===== config.mk =====
export PLATFORM = sky130hd
export DESIGN_NAME = pwm_chaser_fader
export DESIGN_NICKNAME = d
export VERILOG_FILES = /design/src/rtl/pwm_chaser_pkg.sv /design/src/rtl/pwm_fade_channel.sv /design/src/rtl/pwm_chaser_fader.sv
export SDC_FILE = /design/constraint.sdc
export NUM_CORES = 1
export LEC_CHECK = 0
export ABC_CLOCK_PERIOD_IN_PS = 6300
export BUFFER_PORTS_ARGS = -buffer_cell sky130_fd_sc_hd__buf_2
export CORE_MARGIN = 1.5
export CORE_UTILIZATION = 62
export DETAILED_ROUTE_END_ITERATION = 12
export PLACE_DENSITY = 0.8
export SYNTH_ARGS = -nofsm -noshare
export SYNTH_HDL_FRONTEND = slang
export SYNTH_SLANG_ARGS = --single-unit

===== constraint.sdc =====
create_clock -name clk -period 6.3 [get_ports clk]
set_input_delay 0.63 -clock clk [delete_from_list [all_inputs] [get_ports clk]]
set_output_delay 0.63 -clock clk [all_outputs]
set_load 0.02 [all_outputs]

===== src/rtl/pwm_chaser_pkg.sv =====
`default_nettype none
// ============================================================================
// pwm_chaser_pkg : shared constants, types and helpers for pwm_chaser_fader
// Revision: 1.0
// ============================================================================
package pwm_chaser_pkg;

  localparam int DEFAULT_FADE_WIDTH = 4;

  // Entry k (LSB first) is the channel lit at sequence position k: 0,1,6,4,3,2,6,5
  localparam logic [23:0] DEFAULT_SEQ_FIG8 =
    {3'd5, 3'd6, 3'd2, 3'd3, 3'd4, 3'd6, 3'd1, 3'd0};

  typedef logic [DEFAULT_FADE_WIDTH-1:0] level_t;

  function automatic int ch_idx_w(input int num_ch);
    return (num_ch > 1) ? $clog2(num_ch) : 1;
  endfunction

endpackage
`default_nettype wire


===== src/rtl/pwm_fade_channel.sv =====
`default_nettype none
// ============================================================================
// pwm_fade_channel : one LED channel - brightness level, tail decay, PWM compare
// Tail shape set by PWM_CHASER_LINEAR_FADE_EN (linear) or default (halving).
// Revision: 1.0
// ============================================================================
module pwm_fade_channel
  import pwm_chaser_pkg::*;
#(
  parameter int FADE_WIDTH = DEFAULT_FADE_WIDTH
) (
  input  logic                  clk,
  input  logic                  reset,
  input  logic                  is_head,
  input  logic                  tail_en,
  input  logic                  fade_tick,
  input  logic [FADE_WIDTH-1:0] pwm_cnt,
  output logic                  led_on
);

  logic [FADE_WIDTH-1:0] level_q, level_d;
  logic                  led_on_q, led_on_d;

  always_comb begin
    led_on_d = (level_q > pwm_cnt);
    level_d  = level_q;
    if (is_head) begin
      level_d = '1;
    end else if (!tail_en) begin
      level_d = '0;
    end else if (fade_tick) begin
`ifdef PWM_CHASER_LINEAR_FADE_EN
      level_d = (level_q == '0) ? '0 : level_q - 1'b1;
`else
      level_d = level_q >> 1;
`endif
    end
  end

  always_ff @(posedge clk or negedge reset) begin
    if (!reset) begin
      level_q  <= '0;
      led_on_q <= 1'b0;
    end else begin
      level_q  <= level_d;
      led_on_q <= led_on_d;
    end
  end

  assign led_on = led_on_q;

endmodule
`default_nettype wire


===== src/rtl/pwm_chaser_fader.sv =====
`default_nettype none
// ============================================================================
// pwm_chaser_fader : NUM_CH-channel LED chaser with PWM-faded tail
// Optional macro PWM_CHASER_LINEAR_FADE_EN selects a linear tail decay.
// Revision: 1.0
// ============================================================================
module pwm_chaser_fader
  import pwm_chaser_pkg::*;
#(
  parameter int                                NUM_CH         = 7,
  parameter int                                STEPS          = 8,
  parameter logic [STEPS*ch_idx_w(NUM_CH)-1:0] SEQ            = DEFAULT_SEQ_FIG8,
  parameter int                                FADE_WIDTH     = 4,
  parameter int                                STEP_DIV_WIDTH = 22,
  parameter int                                FADE_DIV_WIDTH = 18,
  parameter int                                COMMON_ANODE   = 1
) (
  input  logic                     clk,
  input  logic                     reset,
  input  logic                     enable,
  input  logic                     direction,
  input  logic                     tail_en,
  input  logic [2:0]               speed,
  output logic [NUM_CH-1:0]        led_out,
  output logic [$clog2(STEPS)-1:0] step_idx,
  output logic                     step_pulse
);

  localparam int               CH_W     = ch_idx_w(NUM_CH);
  localparam int               IDX_W    = $clog2(STEPS);
  localparam logic [IDX_W-1:0] LAST_IDX = IDX_W'(STEPS - 1);

  logic                      enable_q, enable_d;
  logic                      direction_q, direction_d;
  logic                      tail_en_q, tail_en_d;
  logic [2:0]                speed_q, speed_d;
  logic [STEP_DIV_WIDTH-1:0] step_cnt_q, step_cnt_d, step_limit;
  logic [IDX_W-1:0]          step_idx_q, step_idx_d;
  logic                      step_pulse_q, step_pulse_d;
  logic [FADE_DIV_WIDTH-1:0] fade_cnt_q, fade_cnt_d;
  logic [FADE_WIDTH-1:0]     pwm_cnt_q, pwm_cnt_d;
  logic                      step_tick, fade_tick;
  logic [CH_W-1:0]           head_ch;
  logic [NUM_CH-1:0]         led_on;

  always_comb begin
    enable_d    = enable;
    direction_d = direction;
    tail_en_d   = tail_en;
    speed_d     = speed;

    // Compare with >= so a speed drop below the running count still wraps.
    step_limit = {speed_q, {(STEP_DIV_WIDTH-3){1'b1}}};
    step_tick  = enable_q && (step_cnt_q >= step_limit);

    step_cnt_d = step_cnt_q;
    if (enable_q) begin
      step_cnt_d = step_tick ? '0 : step_cnt_q + 1'b1;
    end

    step_idx_d = step_idx_q;
    if (step_tick) begin
      if (direction_q) begin
        step_idx_d = (step_idx_q == LAST_IDX) ? '0 : step_idx_q + 1'b1;
      end else begin
        step_idx_d = (step_idx_q == '0) ? LAST_IDX : step_idx_q - 1'b1;
      end
    end
    step_pulse_d = step_tick;

    fade_tick  = &fade_cnt_q;
    fade_cnt_d = fade_cnt_q + 1'b1;
    pwm_cnt_d  = pwm_cnt_q + 1'b1;

    head_ch = SEQ[step_idx_q*CH_W +: CH_W];
  end

  always_ff @(posedge clk or negedge reset) begin
    if (!reset) begin
      enable_q     <= 1'b0;
      direction_q  <= 1'b0;
      tail_en_q    <= 1'b0;
      speed_q      <= '0;
      step_cnt_q   <= '0;
      step_idx_q   <= '0;
      step_pulse_q <= 1'b0;
      fade_cnt_q   <= '0;
      pwm_cnt_q    <= '0;
    end else begin
      enable_q     <= enable_d;
      direction_q  <= direction_d;
      tail_en_q    <= tail_en_d;
      speed_q      <= speed_d;
      step_cnt_q   <= step_cnt_d;
      step_idx_q   <= step_idx_d;
      step_pulse_q <= step_pulse_d;
      fade_cnt_q   <= fade_cnt_d;
      pwm_cnt_q    <= pwm_cnt_d;
    end
  end

  for (genvar i = 0; i < NUM_CH; i++) begin : g_ch
    pwm_fade_channel #(
      .FADE_WIDTH (FADE_WIDTH)
    ) u_ch (
      .clk       (clk),
      .reset     (reset),
      .is_head   (head_ch == CH_W'(i)),
      .tail_en   (tail_en_q),
      .fade_tick (fade_tick),
      .pwm_cnt   (pwm_cnt_q),
      .led_on    (led_on[i])
    );
  end

  assign led_out    = (COMMON_ANODE != 0) ? ~led_on : led_on;
  assign step_idx   = step_idx_q;
  assign step_pulse = step_pulse_q;

endmodule
`default_nettype wire


## Word-level counts from Yosys, hierarchy flattened

Index checks and enable logic that the tools add are counted.
Widths: inputs -> output; s select.

| storage, ports and cells | value |
|---|---|
| register bits | 89 |
| input bits | 8 |
| output and inout port bits | 11 |

| operators by class | value |
|---|---|
| $add $sub $neg | 5 |
| multipliers | 1 |
| order comparisons | 8 |
| equality and inequality tests | 14 |
| shift operators | 1 |
| mux-type cells | 25 |
| bitwise gates (word level) | 1 |
| reduce and logical (&&, ||, !) cells | 4 |

Operators with widths:

| operator | count |
|---|---|
| $mux 4 | 21 |
| $gt 4x4->1 | 7 |
| $shiftx 24x6->3 const A | 1 |
| $add 22x1->22 const B | 1 |
| $ge 22x22->1 | 1 |
| $mux 22 | 1 |
| $ne 3x1->1 const B | 7 |
| $add 18x1->18 const B | 1 |
| $reduce_and 18->1 | 1 |
| $eq 3x3->1 const B | 4 |
| $mux 3 | 3 |
| $not 7->7 | 1 |
| $eq 3x2->1 const B | 2 |
| $logic_not 3->1 | 2 |
| $mul 3x2->5 const B | 1 |
| $add 4x1->4 const B | 1 |
| $add 3x1->3 const B | 1 |
| $eq 3x1->1 const B | 1 |
| $sub 3x1->3 const B | 1 |
| $logic_and 1x1->1 | 1 |

## Logic depth before layout (Yosys ltp)

| depth | value |
|---|---|
| depth in word-level cells | 4 |
| mapped depth | 7 |

## Hierarchy

Synthesis repeated with hierarchy kept, for this count alone.

| unflattened totals | value |
|---|---|
| cells, all modules | 440 |
| area, all modules | 4,626.9 sq um |

Modules (own cells, without submodules):

| module | times used | cells each | area an instance (sq um) | seq. area each (sq um) |
|---|---|---|---|---|
| pwm_chaser_fader | 1 | 251 | 2,605.0 | 1,351.3 |
| pwm_fade_channel (g_ch[1].u_ch ...) | 6 | 27 | 287.8 | 125.1 |
| pwm_fade_channel (g_ch[0].u_ch) | 1 | 27 | 295.3 | 125.1 |

## Worst setup path before layout

No wires, ideal clock.

| path | value |
|---|---|
| path kind | flip-flop to flip-flop |
| start point | register step_cnt_q[0] |
| end point | register step_idx_q[1] (netlist: step_idx[1]) |
| arrival | 2.031 ns |
| path slack | 4.144 ns |
| cell stages (with the launch flop) | 7 |
| path buffers | 1 |
| clock period less this slack | 2.156 ns |
| cells stage by stage | dfrtp_1 -> ha_1 -> nand2_1 -> or4_4 -> buf_6 -> o31ai_4 -> mux2_4 |

| between the ends | value |
|---|---|
| cells in the longest elaborated chain, start to end | 2 |

Ends and longest elaborated chain:

| element | line | RTL |
|---|---|---|
| start, declared | pwm_chaser_fader.sv:37 | `logic [STEP_DIV_WIDTH-1:0] step_cnt_q, step_cnt_d, step_limit;` |
| start signal, assigned | pwm_chaser_fader.sv:94 | `step_cnt_q <= step_cnt_d;` |
| $ge 22x22->1 | pwm_chaser_fader.sv:54 | `step_tick = enable_q && (step_cnt_q >= step_limit);` |
| $logic_and 1x1->1 | pwm_chaser_fader.sv:54 |  |
| end signal, assigned | pwm_chaser_fader.sv:95 | `step_idx_q <= step_idx_d;` |
| end, declared | pwm_chaser_fader.sv:38 | `logic [IDX_W-1:0] step_idx_q, step_idx_d;` |

Every way passes these cells.
A chain may end at the register's enable or synchronous reset.

## Worst setup path after layout

Ends and elaborated chain as after synthesis.

==> results_dict.tcl <==
set metrics [dict create \
    core_sq_um 7370 \
    worstSetupEndpoint "step_idx[1]$_DFFE_PN0P_" \
    mostFrequentLayoutCell "sky130_fd_sc_hd__dfrtp_1" \
    ir_drop_worst_vdd_mv 0.180 \
    synth_enable_flop_cells 0 \
    period_share_pct 43.1 \
    pre_cts_worst_setup_slack_ns 3.59 \
    finalSetupTns_ns 0 \
    root_buffer "sky130_fd_sc_hd__clkbuf_8" \
    timing.final.ws_setup_ns 3.59 \
    worst_r2r_dst "step_idx[1]$_DFFE_PN0P_" \
    number_of_hold_repair_buffers_added_at_the_cts_stage 0 \
    gr-usage-all-layers_pct 24.2 \
    hold_path.class "input port to register" \
    status "completed" \
    tightestPinTransition_ns 1.08 \
    synthArstFlopShare_pct 100 \
    nNetsFinal 526 \
    mapped_cells 470 \
    post_layout_nonfiller_instances 580 \
    ys.flop_type "sky130_fd_sc_hd__dfrtp_1" \
    clkLatencyLatePin_ns 0.35 \
    drt_iter0_markers 255 \
    via_per_inst 6.19 \
    cts_num_sinks 89 \
    data_required_time_at_the_worst_endpoint_ns 6.54 \
    gr-total-overflow 0 \
    post_cts_resize_count 0 \
    finalSetupViolCount 0 \
    cp_max_fo 24 \
    antenna_cells_inserted 0 \
    worstSetupEndpointType "register" \
    clk_transition_reported_paths_ns 0.08 \
    cts_inserted_buffers 9 \
    drive_above_1_share_pct 10.6 \
    floorplan.die_area_sq_um 8260 \
    final-max-slew-violation-count 0 \
    timing.critical_path.arrival_ns 2.95 \
    critPathKind "register to register" \
    cts_post_setup_buffers_inserted 0 \
    rsz0062_at_grt "false" \
    synth_seq_area_share_pct 46.5 \
    start_util_pct 65.0 \
    ctsLongestPathBuffers 2 \
    setup.reg_to_reg.worst_slack_ns 3.59 \
    worst_hold_slack_ns 0.375 \
    grt_antenna_before_repair 0 \
    post_route_minimum_period_ns 2.71 \
    synth_seq_cells 89 \
    ioPinCount 19 \
    gp_congestion 0.857 \
    synthToLayoutAreaGrowth_pct 6.27 \
    place_hpwl_mm 6.09 \
    place_area_sq_um 4900 \
    rows 31 \
    die_x_microns 90.9 \
    vias 3588 \
    critical_path_source "step_cnt_q[0]$_DFFE_PN0P_" \
    clock_tree_from_tritoncts "built" \
    syn_area_per_cell_sq_um 10.2 \
    worst_setup_path_start_kind "register" \
    worstRegToRegCells 5 \
    power_density_nw_per_um2 205 \
    p_leak_nw 2.24 \
    yosysWarnings 0 \
    detail_route.wirelength_mm 9.08 \
    fin_skew_ns 0.00786 \
    first_pass_iters 5 \
    wl_per_cell_microns 15.6 \
    max-slew-margin-rel_pct 28.1 \
    reg2reg_from "step_cnt_q[0]$_DFFE_PN0P_" \
    ant_nets 0 \
    port-buffer-count 18 \
    stdcell_area_sq_um 5090 \
    synthDistinctLibCells 42 \
    dp_cells 566 \
    grt_pass1_vias 3429 \
    drc 0 \
    most-common-layout-cells "sky130_fd_sc_hd__dfrtp_1, sky130_fd_sc_hd__ha_1, sky130_fd_sc_hd__nand3_1" \
    timing.final.hold_violations 0 \
    mappedNetlistNets 518 \
    htree_num_levels 3 \
    synth.cell_area_sq_um 4790 \
    die_h_microns 90.9 \
    f_max_mhz 368 \
    grt_first_pass_wirelength_mm 16.0 \
    drv_cap 0 \
    grt_max_degree 90 \
]
-- per-stage QoR --
stage / total power, mW / util, %
finish: 1.04 / 69.0
global placement: 0.670 / 66.6
detailed placement: 0.674 / 66.6
global route: 1.08 / 69.0
floorplan: 0.650 / -
CTS: 1.05 / 69.0
-- flip-flops by register name, summed over array words and instances, names as in the netlist --
register	count
step_idx	3
direction_q	1
tail_en_q	1
g_ch.u_ch.led_on	7
g_ch.u_ch.level_q	28
fade_cnt_q	18
step_cnt_q	22
step_pulse	1
enable_q	1
speed_q	3
pwm_cnt_q	4
-- synth_stat cells, types with 2 or more instances --
master,number,share of area [%]
sky130_fd_sc_hd__clkbuf_1,18,1.4
sky130_fd_sc_hd__or3_1,13,1.7
sky130_fd_sc_hd__a31o_2,6,1.1
sky130_fd_sc_hd__mux2i_1,2,0.42
sky130_fd_sc_hd__xor2_1,12,2.2
sky130_fd_sc_hd__ha_1,40,10
sky130_fd_sc_hd__nand2_1,31,2.4
sky130_fd_sc_hd__dfrtp_1,89,47
sky130_fd_sc_hd__and2_1,4,0.52
sky130_fd_sc_hd__inv_1,28,2.2
sky130_fd_sc_hd__nor2_1,13,1.0
sky130_fd_sc_hd__and4_1,6,1.1
sky130_fd_sc_hd__nor2b_1,9,1.2
sky130_fd_sc_hd__or4_1,4,0.63
sky130_fd_sc_hd__o211ai_1,11,1.7
sky130_fd_sc_hd__o21a_1,22,3.5
sky130_fd_sc_hd__and3_1,5,0.65
sky130_fd_sc_hd__nand3_1,37,3.9
sky130_fd_sc_hd__o31ai_1,4,0.63
sky130_fd_sc_hd__xnor2_1,16,2.9
sky130_fd_sc_hd__or3_2,4,0.63
sky130_fd_sc_hd__nor3_1,6,0.63
sky130_fd_sc_hd__o21ai_0,9,0.94
sky130_fd_sc_hd__nand4_1,26,3.4
sky130_fd_sc_hd__nand2b_1,4,0.52
sky130_fd_sc_hd__a31oi_1,21,2.7
sky130_fd_sc_hd__buf_6,3,0.71
sky130_fd_sc_hd__a21oi_1,13,1.4
-- area by class of cell --
class	count	area, sq um
inverters	28	105
clock buffers	10	138
flip-flops and latches	89	2230
repair buffers	19	100
well taps	99	124
clock inverters	4	45.0
fillers	592	2280
multi-input cells	331	2350
-- per-layer routing --
metal / routed length, microns / GRT usage [%] / part of all wire (%)
met5: 0 / 0 / 0
met3: 435 / 4.55 / 4.8
met1: 4030 / 32.4 / 44
met2: 4440 / 38.6 / 49
met4: 173 / 10.7 / 1.9
-- worst max-delay path, stage by stage (launching register included) --
cell and delay [ns]:
sky130_fd_sc_hd__dfrtp_1 0.43, sky130_fd_sc_hd__ha_1 0.23, sky130_fd_sc_hd__nand2_1 0.11, sky130_fd_sc_hd__or4_4 0.59, sky130_fd_sc_hd__o31ai_4 0.89, sky130_fd_sc_hd__mux2_4 0.35
-- where the power goes --
| group | total (mW) | internal, mW | switching, mW |
|---|---|---|---|
| registers | 0.611 | 0.588 | 0.0226 |
| logic | 0.0524 | 0.0184 | 0.0341 |
| clock network | 0.379 | 0.188 | 0.191 |
-- cell families (layout without fill, tap and decap cells) --
group                    count (synthesis)  count (layout)  synth area share (%)
AO/OA/AOI/OAI                           91              91                  13.2
multiplexers                             3               3                 0.732
XOR/XNOR                                28              28                  5.12
AND/OR/NAND/NOR                        169             169                  19.6
adder cells (fa/ha/maj)                 40              40                  10.5
buffers and inverters                   50              61                  4.42
flip-flops                              89              89                  46.5
-- worst min-delay path by stage --
stage	from	to	slack, ns	cells past startpoint
2_1_floorplan	reset	direction_q$_DFF_PN0_	0.33	0
3_3_place_gp	fade_cnt_q[12]$_DFF_PN0_	fade_cnt_q[12]$_DFF_PN0_	0.45	1
3_5_place_dp	fade_cnt_q[12]$_DFF_PN0_	fade_cnt_q[12]$_DFF_PN0_	0.45	1
4_1_cts	speed[1]	speed_q[1]$_DFF_PN0_	0.36	1
5_1_grt	speed[1]	speed_q[1]$_DFF_PN0_	0.36	1
6_report	speed[1]	speed_q[1]$_DFF_PN0_	0.37	1
Note: power is estimated with default switching activity, not from simulation.
